--- src/rtl/input_conditioner_pkg.sv ---
// Shared constants, debounce state type and counter sizing helper for the
// multi-channel input conditioner.
package input_conditioner_pkg;

   localparam int DEFAULT_SYNC_STAGES     = 3;
   localparam int DEFAULT_DEBOUNCE_CYCLES = 4;

   // Debounce state is implied by comparing the synchronized sample with level.
   typedef enum logic {
      DB_STABLE  = 1'b0,
      DB_PENDING = 1'b1
   } db_state_e;

   // Counter width able to hold 0 .. cycles.
   function automatic int cnt_width(input int cycles);
      return $clog2(cycles + 1);
   endfunction

endpackage

--- src/rtl/input_conditioner_channel.sv ---
// One input channel: synchronizer chain, consecutive-sample debouncer,
// registered rise/fall pulses and a sticky event flag with clear.
module input_conditioner_channel
   import input_conditioner_pkg::*;
#(
   parameter int   SYNC_STAGES     = DEFAULT_SYNC_STAGES,
   parameter int   DEBOUNCE_CYCLES = DEFAULT_DEBOUNCE_CYCLES,
   parameter logic RESET_LEVEL     = 1'b0
) (
   input  logic clk,
   input  logic reset_n,
   input  logic in,
   input  logic clear,
   output logic level,
   output logic rise,
   output logic fall,
   output logic event_flag
);

   localparam int            CW       = cnt_width(DEBOUNCE_CYCLES);
   localparam logic [CW-1:0] CNT_ZERO = {CW{1'b0}};
   localparam logic [CW-1:0] CNT_ONE  = CW'(1);
   localparam logic [CW-1:0] CNT_LAST = CW'(DEBOUNCE_CYCLES - 1);

   logic [SYNC_STAGES-1:0] r_pipe;
   logic [CW-1:0]          r_cnt;
   logic [CW-1:0]          w_cnt_nxt;
   logic                   r_level;
   logic                   w_level_nxt;
   logic                   r_rise;
   logic                   w_rise_nxt;
   logic                   r_fall;
   logic                   w_fall_nxt;
   logic                   r_flag;
   logic                   w_flag_nxt;
   logic                   w_s;
   db_state_e              w_state;

   assign w_s = r_pipe[SYNC_STAGES-1];

   // Synchronizer shift register; every stage resets to the channel's reset level.
   always_ff @(posedge clk or negedge reset_n) begin
      if (!reset_n) begin
         r_pipe <= {SYNC_STAGES{RESET_LEVEL}};
      end else begin
         r_pipe <= {r_pipe[SYNC_STAGES-2:0], in};
      end
   end

   // Debounce next-state: count consecutive differing samples, flip level on the last one.
   always_comb begin
      w_state     = (w_s == r_level) ? DB_STABLE : DB_PENDING;
      w_cnt_nxt   = CNT_ZERO;
      w_level_nxt = r_level;
      w_rise_nxt  = 1'b0;
      w_fall_nxt  = 1'b0;
      case (w_state)
         DB_STABLE: begin
            w_cnt_nxt = CNT_ZERO;
         end
         DB_PENDING: begin
            if (r_cnt == CNT_LAST) begin
               w_level_nxt = w_s;
               w_rise_nxt  = w_s;
               w_fall_nxt  = ~w_s;
               w_cnt_nxt   = CNT_ZERO;
            end else begin
               w_cnt_nxt   = r_cnt + CNT_ONE;
            end
         end
         default: begin
            w_cnt_nxt = CNT_ZERO;
         end
      endcase
      // A new edge outranks a simultaneous clear so no event is lost.
      if (w_rise_nxt || w_fall_nxt) begin
         w_flag_nxt = 1'b1;
      end else if (clear) begin
         w_flag_nxt = 1'b0;
      end else begin
         w_flag_nxt = r_flag;
      end
   end

   // Debounce counter, level, pulses and event flag registers.
   always_ff @(posedge clk or negedge reset_n) begin
      if (!reset_n) begin
         r_cnt   <= CNT_ZERO;
         r_level <= RESET_LEVEL;
         r_rise  <= 1'b0;
         r_fall  <= 1'b0;
         r_flag  <= 1'b0;
      end else begin
         r_cnt   <= w_cnt_nxt;
         r_level <= w_level_nxt;
         r_rise  <= w_rise_nxt;
         r_fall  <= w_fall_nxt;
         r_flag  <= w_flag_nxt;
      end
   end

   assign level      = r_level;
   assign rise       = r_rise;
   assign fall       = r_fall;
   assign event_flag = r_flag;

endmodule

--- src/rtl/input_conditioner.sv ---
// Multi-channel input conditioner: independent per-channel conditioners
// between asynchronous pads and control logic.
module input_conditioner
   import input_conditioner_pkg::*;
#(
   parameter int                  CHANNELS        = 4,
   parameter int                  SYNC_STAGES     = DEFAULT_SYNC_STAGES,
   parameter int                  DEBOUNCE_CYCLES = DEFAULT_DEBOUNCE_CYCLES,
   parameter logic [CHANNELS-1:0] RESET_VALUE     = {CHANNELS{1'b0}}
) (
   input  logic                clk,
   input  logic                reset_n,
   input  logic [CHANNELS-1:0] in,
   input  logic [CHANNELS-1:0] clear,
   output logic [CHANNELS-1:0] level,
   output logic [CHANNELS-1:0] rise,
   output logic [CHANNELS-1:0] fall,
   output logic [CHANNELS-1:0] event_flag
);

   // Reject illegal configurations at elaboration.
   if (CHANNELS < 1) begin : g_bad_channels
      $fatal(1, "input_conditioner: CHANNELS must be >= 1");
   end
   if (SYNC_STAGES < 2) begin : g_bad_sync
      $fatal(1, "input_conditioner: SYNC_STAGES must be >= 2");
   end
   if (DEBOUNCE_CYCLES < 1) begin : g_bad_debounce
      $fatal(1, "input_conditioner: DEBOUNCE_CYCLES must be >= 1");
   end

   for (genvar gi = 0; gi < CHANNELS; gi++) begin : g_ch
      input_conditioner_channel #(
         .SYNC_STAGES     (SYNC_STAGES),
         .DEBOUNCE_CYCLES (DEBOUNCE_CYCLES),
         .RESET_LEVEL     (RESET_VALUE[gi])
      ) u_ch (
         .clk        (clk),
         .reset_n    (reset_n),
         .in         (in[gi]),
         .clear      (clear[gi]),
         .level      (level[gi]),
         .rise       (rise[gi]),
         .fall       (fall[gi]),
         .event_flag (event_flag[gi])
      );
   end

endmodule

--- config.mk ---
export PLATFORM = sky130hd
export DESIGN_NAME = input_conditioner
export DESIGN_NICKNAME = d
export VERILOG_FILES = /design/src/rtl/input_conditioner_pkg.sv /design/src/rtl/input_conditioner_channel.sv /design/src/rtl/input_conditioner.sv
export SDC_FILE = /design/constraint.sdc
export NUM_CORES = 1
export LEC_CHECK = 0
export ABC_AREA = 1
export BUFFER_PORTS_ARGS = -buffer_cell sky130_fd_sc_hd__buf_2
export CAP_MARGIN = 20
export CORE_AREA = 2 2 59 61
export DETAILED_ROUTE_END_ITERATION = 10
export DIE_AREA = 0 0 61 63
export PLACE_DENSITY = 0.72
export REMOVE_ABC_BUFFERS = 1
export SYNTH_ARGS = -nofsm -noshare
export SYNTH_HDL_FRONTEND = slang
export SYNTH_HIERARCHICAL = 1
export SYNTH_SLANG_ARGS = --single-unit
--- constraint.sdc ---
create_clock -name clk -period 1 [get_ports clk]
set_input_delay 0.15 -clock clk [delete_from_list [all_inputs] [get_ports clk]]
set_output_delay 0.15 -clock clk [all_outputs]
set_load 0.02 [all_outputs]
# ---- Yosys cells after proc, flatten, opt, wreduce, memory -nomap -nowiden
# Index checks and enable logic that the tools add are counted.
dict set report op_classes {
  add_sub_neg 4
  eq_ne 8
  muxes 36
  bitwise_logic 8
  n_reduce_logical 12
}
# op n
set ops {}
lappend ops {{2-to-1 mux 1 bit} 28}
lappend ops {{one-hot mux 3 bit (2 select lines)} 4}
lappend ops {{adder 3 x 1 -> 3 bit, second input constant} 4}
lappend ops {{== test 3 x 2 -> 1 bit, second input constant} 4}
lappend ops {{2-to-1 mux 3 bit} 4}
lappend ops {{inverter 1 bit} 8}
lappend ops {{AND reduction 2 bit} 4}
lappend ops {{nonzero test 2 bit} 4}
lappend ops {{== test 1 bit} 4}
lappend ops {{logical OR 1 bit} 4}
dict set report totals {
  ff_bits 40
  in_bits 10
  out_inout_bits 16
  word_cells 92
}

# ---- Longest topological paths before layout
dict set report depth {
  depth_word 5
  mapped_depth 5
  mapped_depth_nobuf 5
}

# ---- Cells and area by module
# Netlist, hierarchy kept.
# mod instances cells_each area_per_inst_um2 seq_area_each_um2
set modules_own_cells {}
lappend modules_own_cells {input_conditioner_channel 4 35 364.1 250.2}

# ---- Worst setup path before layout
# Ideal clock, no wire load.
dict set report synth_path {
  kind {register to register}
  startpoint {register g_ch[0].u_ch.r_cnt[0]}
  endpoint {register g_ch[0].u_ch.r_level}
  arrival_time_ns 0.795
  path_slack_ns 0.078
  stages_incl_launch_ff 6
  n_path_buf 0
  synth_period_minus_slack_ns 0.922
  path_cell_list {dfrtp_1 ha_1 inv_1 nor2_2 nand2_1 o21ai_0}
}
dict set report synth_via {
  elab_chain_cells 2
}
# element line
set synth_rtl {}
lappend synth_rtl {{from (decl)} input_conditioner_channel.sv:26} ;# logic [CW-1:0] r_cnt;
lappend synth_rtl {{from (signal assigned)} input_conditioner_channel.sv:94} ;# r_cnt <= w_cnt_nxt;
lappend synth_rtl {{== test 3 x 2 -> 1 bit} input_conditioner_channel.sv:62} ;# if (r_cnt == CNT_LAST) begin
lappend synth_rtl {{AND reduction 2 bit (no line)} --}
lappend synth_rtl {{to (signal assigned)} input_conditioner_channel.sv:95} ;# r_level <= w_level_nxt;
lappend synth_rtl {{to (decl)} input_conditioner_channel.sv:28} ;# logic r_level;
# Every way passes these cells.
# A chain may end at the register's enable or synchronous reset.

# ---- Final worst setup path
dict set report layout_path {
  startpoint {register g_ch[2].u_ch.r_level}
  endpoint {output port level[2]}
}
# element line
set layout_lines {}
lappend layout_lines {{from (decl)} input_conditioner_channel.sv:28}
lappend layout_lines {{from (signal assigned)} input_conditioner_channel.sv:95}
lappend layout_lines {{to (decl)} input_conditioner.sv:15} ;# output logic [CHANNELS-1:0] level,
# No word-level cell between the ends.

==> impl_metrics.yaml <==
outcome:
  outcome: "complete, but fails checks"
  failed_checks: "negative setup slack"
drt:
  first_pass_iters: 4
  routed_via_density: 4.37
  drtIter0Drc: 24
  wl_um: 2480
  drc_errors: 0
  via_count: 1026
  ant_nets: 0
  wl_per_cell_um: 10.6
grt:
  antenna_found_initial: 0
  grt_first_pass_wirelength_um: 4200
  first_global_vias: 1042
  grt_usage_pct: 14.9
  globalRoute.totalOverflow: 0
  grt_max_degree: 41
setup_path:
  cp_num_buf_inv: 1
  cp.required_ps: 850
  end_kind: "primary output"
  cp_max_fo: 2
  cp_slowest_stage_delay_ps: 420
  start_kind: "register"
  critPathArrivalTime_ps: 900
  worstPathCellList: "buf_6"
  worstSetupPathType: "register to primary output"
  crit_family: "flip-flops"
  cpMaxStageDelayCell: "dfrtp_1"
layout:
  fill_cells: 259
  n_antenna_cell: 0
  multi_input_area_um2: 427
  final_nets: 202
  utilization_pct: 62.7
  synthToLayoutAreaGrowth_pct: 39.1
  layout-drive-gt1-share_pct: 39.7
  register_area_um2: 1000
synthesis:
  synth_cells: 140
  yosysUniqueCellTypes: 10
  synth-seq-area-share_pct: 68.7
  netlist_area_um2: 1460
  syn_avg_cell_area_um2: 10.4
  ys_ff_latch: 40
  yosys_warnings: 6
cts:
  htree_num_levels: 2
  ctsLongestPathBuffers: 2
  path_clk_slew_ps: 110
  numCtsBuffers: 5
  cts_tree: "yes"
  clock-sinks: 40
  clk_latency_ps: 340
  cts_root_buffer: "clkbuf_4"
pwr:
  p_seq_share_pct: 44.3
  p_clk_share_pct: 21.5
  ir_drop_mv: 1.16
  power_density_nw_per_um2: 2350
  p_sw_mw: 1.54
  pwr-share-comb_pct: 34.3
  p_leak_nw: 1.05
  internal-power_mw: 3.22
  p_sw_share_pct: 32.3
sta:
  fmax_mhz: 951
  post-route-worst-setup-slack_ps: -51.1
  finalHoldViolations: 0
  fin_crit_ps: 1050
  slew_viol_final: 0
  finalClockSkew_ps: 14.0
  setup_violations: 16
  slew_headroom_pct: 86.4
  worstMarginPinSlew_ps: 204
  rsz0062_at_grt: "true"
  fin_crit_sh_pct: 105
die:
  die_h_um: 63
  fp.dieW_um: 61
  start_util_pct: 45.1
  die_area_um2: 3840
  rows: 21
  ioPinCount: 26
  coreArea_um2: 3230
placed_design:
  pre_cts_slack_ps: -12.4
  dpl.hpwl_um: 1600
  gp_congestion: 0.745
  port_buffers: 25
min_path:
  min_path_type: "primary input to register"
run:
  maxCapViolations: 0
## cell usage after synthesis, drive strengths merged
library cell | count | area [um^2]
ha | 4 | 50.1
nand2 | 40 | 170
dfrtp | 40 | 1000
nand3 | 4 | 20.0
nor2 | 20 | 85.1
o21ai | 4 | 20.0
inv | 24 | 90.1
nor3 | 4 | 20.0
## power groups by stage
| stage | sequential (mW) | clock [mW] | combinational, mW |
|---|---|---|---|
| 2_1_floorplan | 2.25 | 0 | 0.601 |
| 3_3_place_gp | 2.09 | 0 | 1.03 |
| 3_5_place_dp | 2.12 | 0 | 1.10 |
| 4_1_cts | 2.08 | 1.06 | 1.46 |
| 5_1_grt | 2.14 | 1.13 | 1.84 |
| 6_report | 2.11 | 1.02 | 1.63 |
## logic make-up after synthesis
kind of cell / after synthesis / synth area share, %
buf+inv: 24 / 6.19
compound gates: 4 / 1.37
simple gates: 68 / 20.3
fa+ha+maj: 4 / 3.44
flops: 40 / 68.7
## area by class of cell
class / instances / area share [%]
sequential: 40 / 49.4
multi-input combinational: 76 / 21.1
timing repair buffer: 41 / 18.3
inverter: 24 / 4.45
tap: 46 / 2.84
clock inverter: 3 / 2.10
clock buffer: 5 / 1.85
## timing repair
| action | 4_1_cts | 5_1_grt |
|---|---|---|
| endpoints found under the setup margin | 19 | 33 |
| pin swaps | 0 | 3 |
| hold buffers | 5 | 0 |
| setup buffers | 7 | 3 |
| hold endpoints to repair | 44 | 0 |
| resized for setup | 36 | 24 |
## sequential cells by signal (all words and copies together) (netlist names)
| name | cells |
|---|---|
| g_ch.u_ch/fall | 4 |
| g_ch.u_ch/r_cnt | 12 |
| g_ch.u_ch/rise | 4 |
| g_ch.u_ch/event_flag | 4 |
| g_ch.u_ch/level | 4 |
| g_ch.u_ch/r_pipe | 12 |
## placed cells by master, fill, tap and decap left out
| cell | n |
|---|---|
| buf_12 | 1 |
| buf_2 | 9 |
| buf_4 | 10 |
| buf_6 | 16 |
| bufinv_16 | 1 |
| clkbuf_4 | 5 |
| clkinv_2 | 1 |
| clkinvlp_4 | 1 |
| dfrtp_1 | 40 |
| dlygate4sd3_1 | 5 |
| ha_2 | 3 |
| ha_4 | 1 |
| inv_1 | 17 |
| inv_2 | 7 |
| nand2_1 | 27 |
| nand2_2 | 13 |
| nand3_1 | 4 |
| nor2_1 | 14 |
| nor2_2 | 2 |
| nor2_4 | 4 |
| nor3_1 | 4 |
| o21ai_1 | 3 |
| o21ai_2 | 1 |
## final timing paths
path	start	endpoint	slack, ps	depth (start not counted)
hold reg to reg	g_ch[3].u_ch/r_pipe[1]	g_ch[3].u_ch/r_pipe[2]	350	0
setup reg to reg	g_ch[1].u_ch/r_cnt[0]	g_ch[1].u_ch/level	40	5
hold / removal	clear[0]	g_ch[0].u_ch/event_flag	30	4
max in group asynchronous	reset_n	g_ch[2].u_ch/r_pipe[2]	520	3
setup / recovery	g_ch[2].u_ch/level	level[2]	-50	1
min in group asynchronous	reset_n	g_ch[1].u_ch/rise	290	3
## layer usage
| layer | vias up | part of all wire, % | GRT usage, % |
|---|---|---|---|
| met1 | 485 | 41 | 16.3 |
| met3 | 5 | 4.1 | 4.97 |
| li1 | 512 | - | - |
| met5 | - | 0 | 0 |
| met4 | 0 | 2.0 | 7.34 |
| met2 | 24 | 53 | 25.1 |
## per-stage QoR
stage          instance area (um^2)  total power [mW]  setup TNS [ps]  hold WS (ps)  cells
2_1_floorplan                  1460              2.85               0          -146    140
3_3_place_gp                   1660              3.12               0           130    212
3_5_place_dp                   1660              3.22           -12.4           139    212
5_1_grt                        2030              5.11           -1200          35.0    235
6_report                       2030              4.76            -409          32.1    235
4_1_cts                        1940              4.61            -700          5.50    232
No activity file was read; power rests on OpenSTA's default activity.
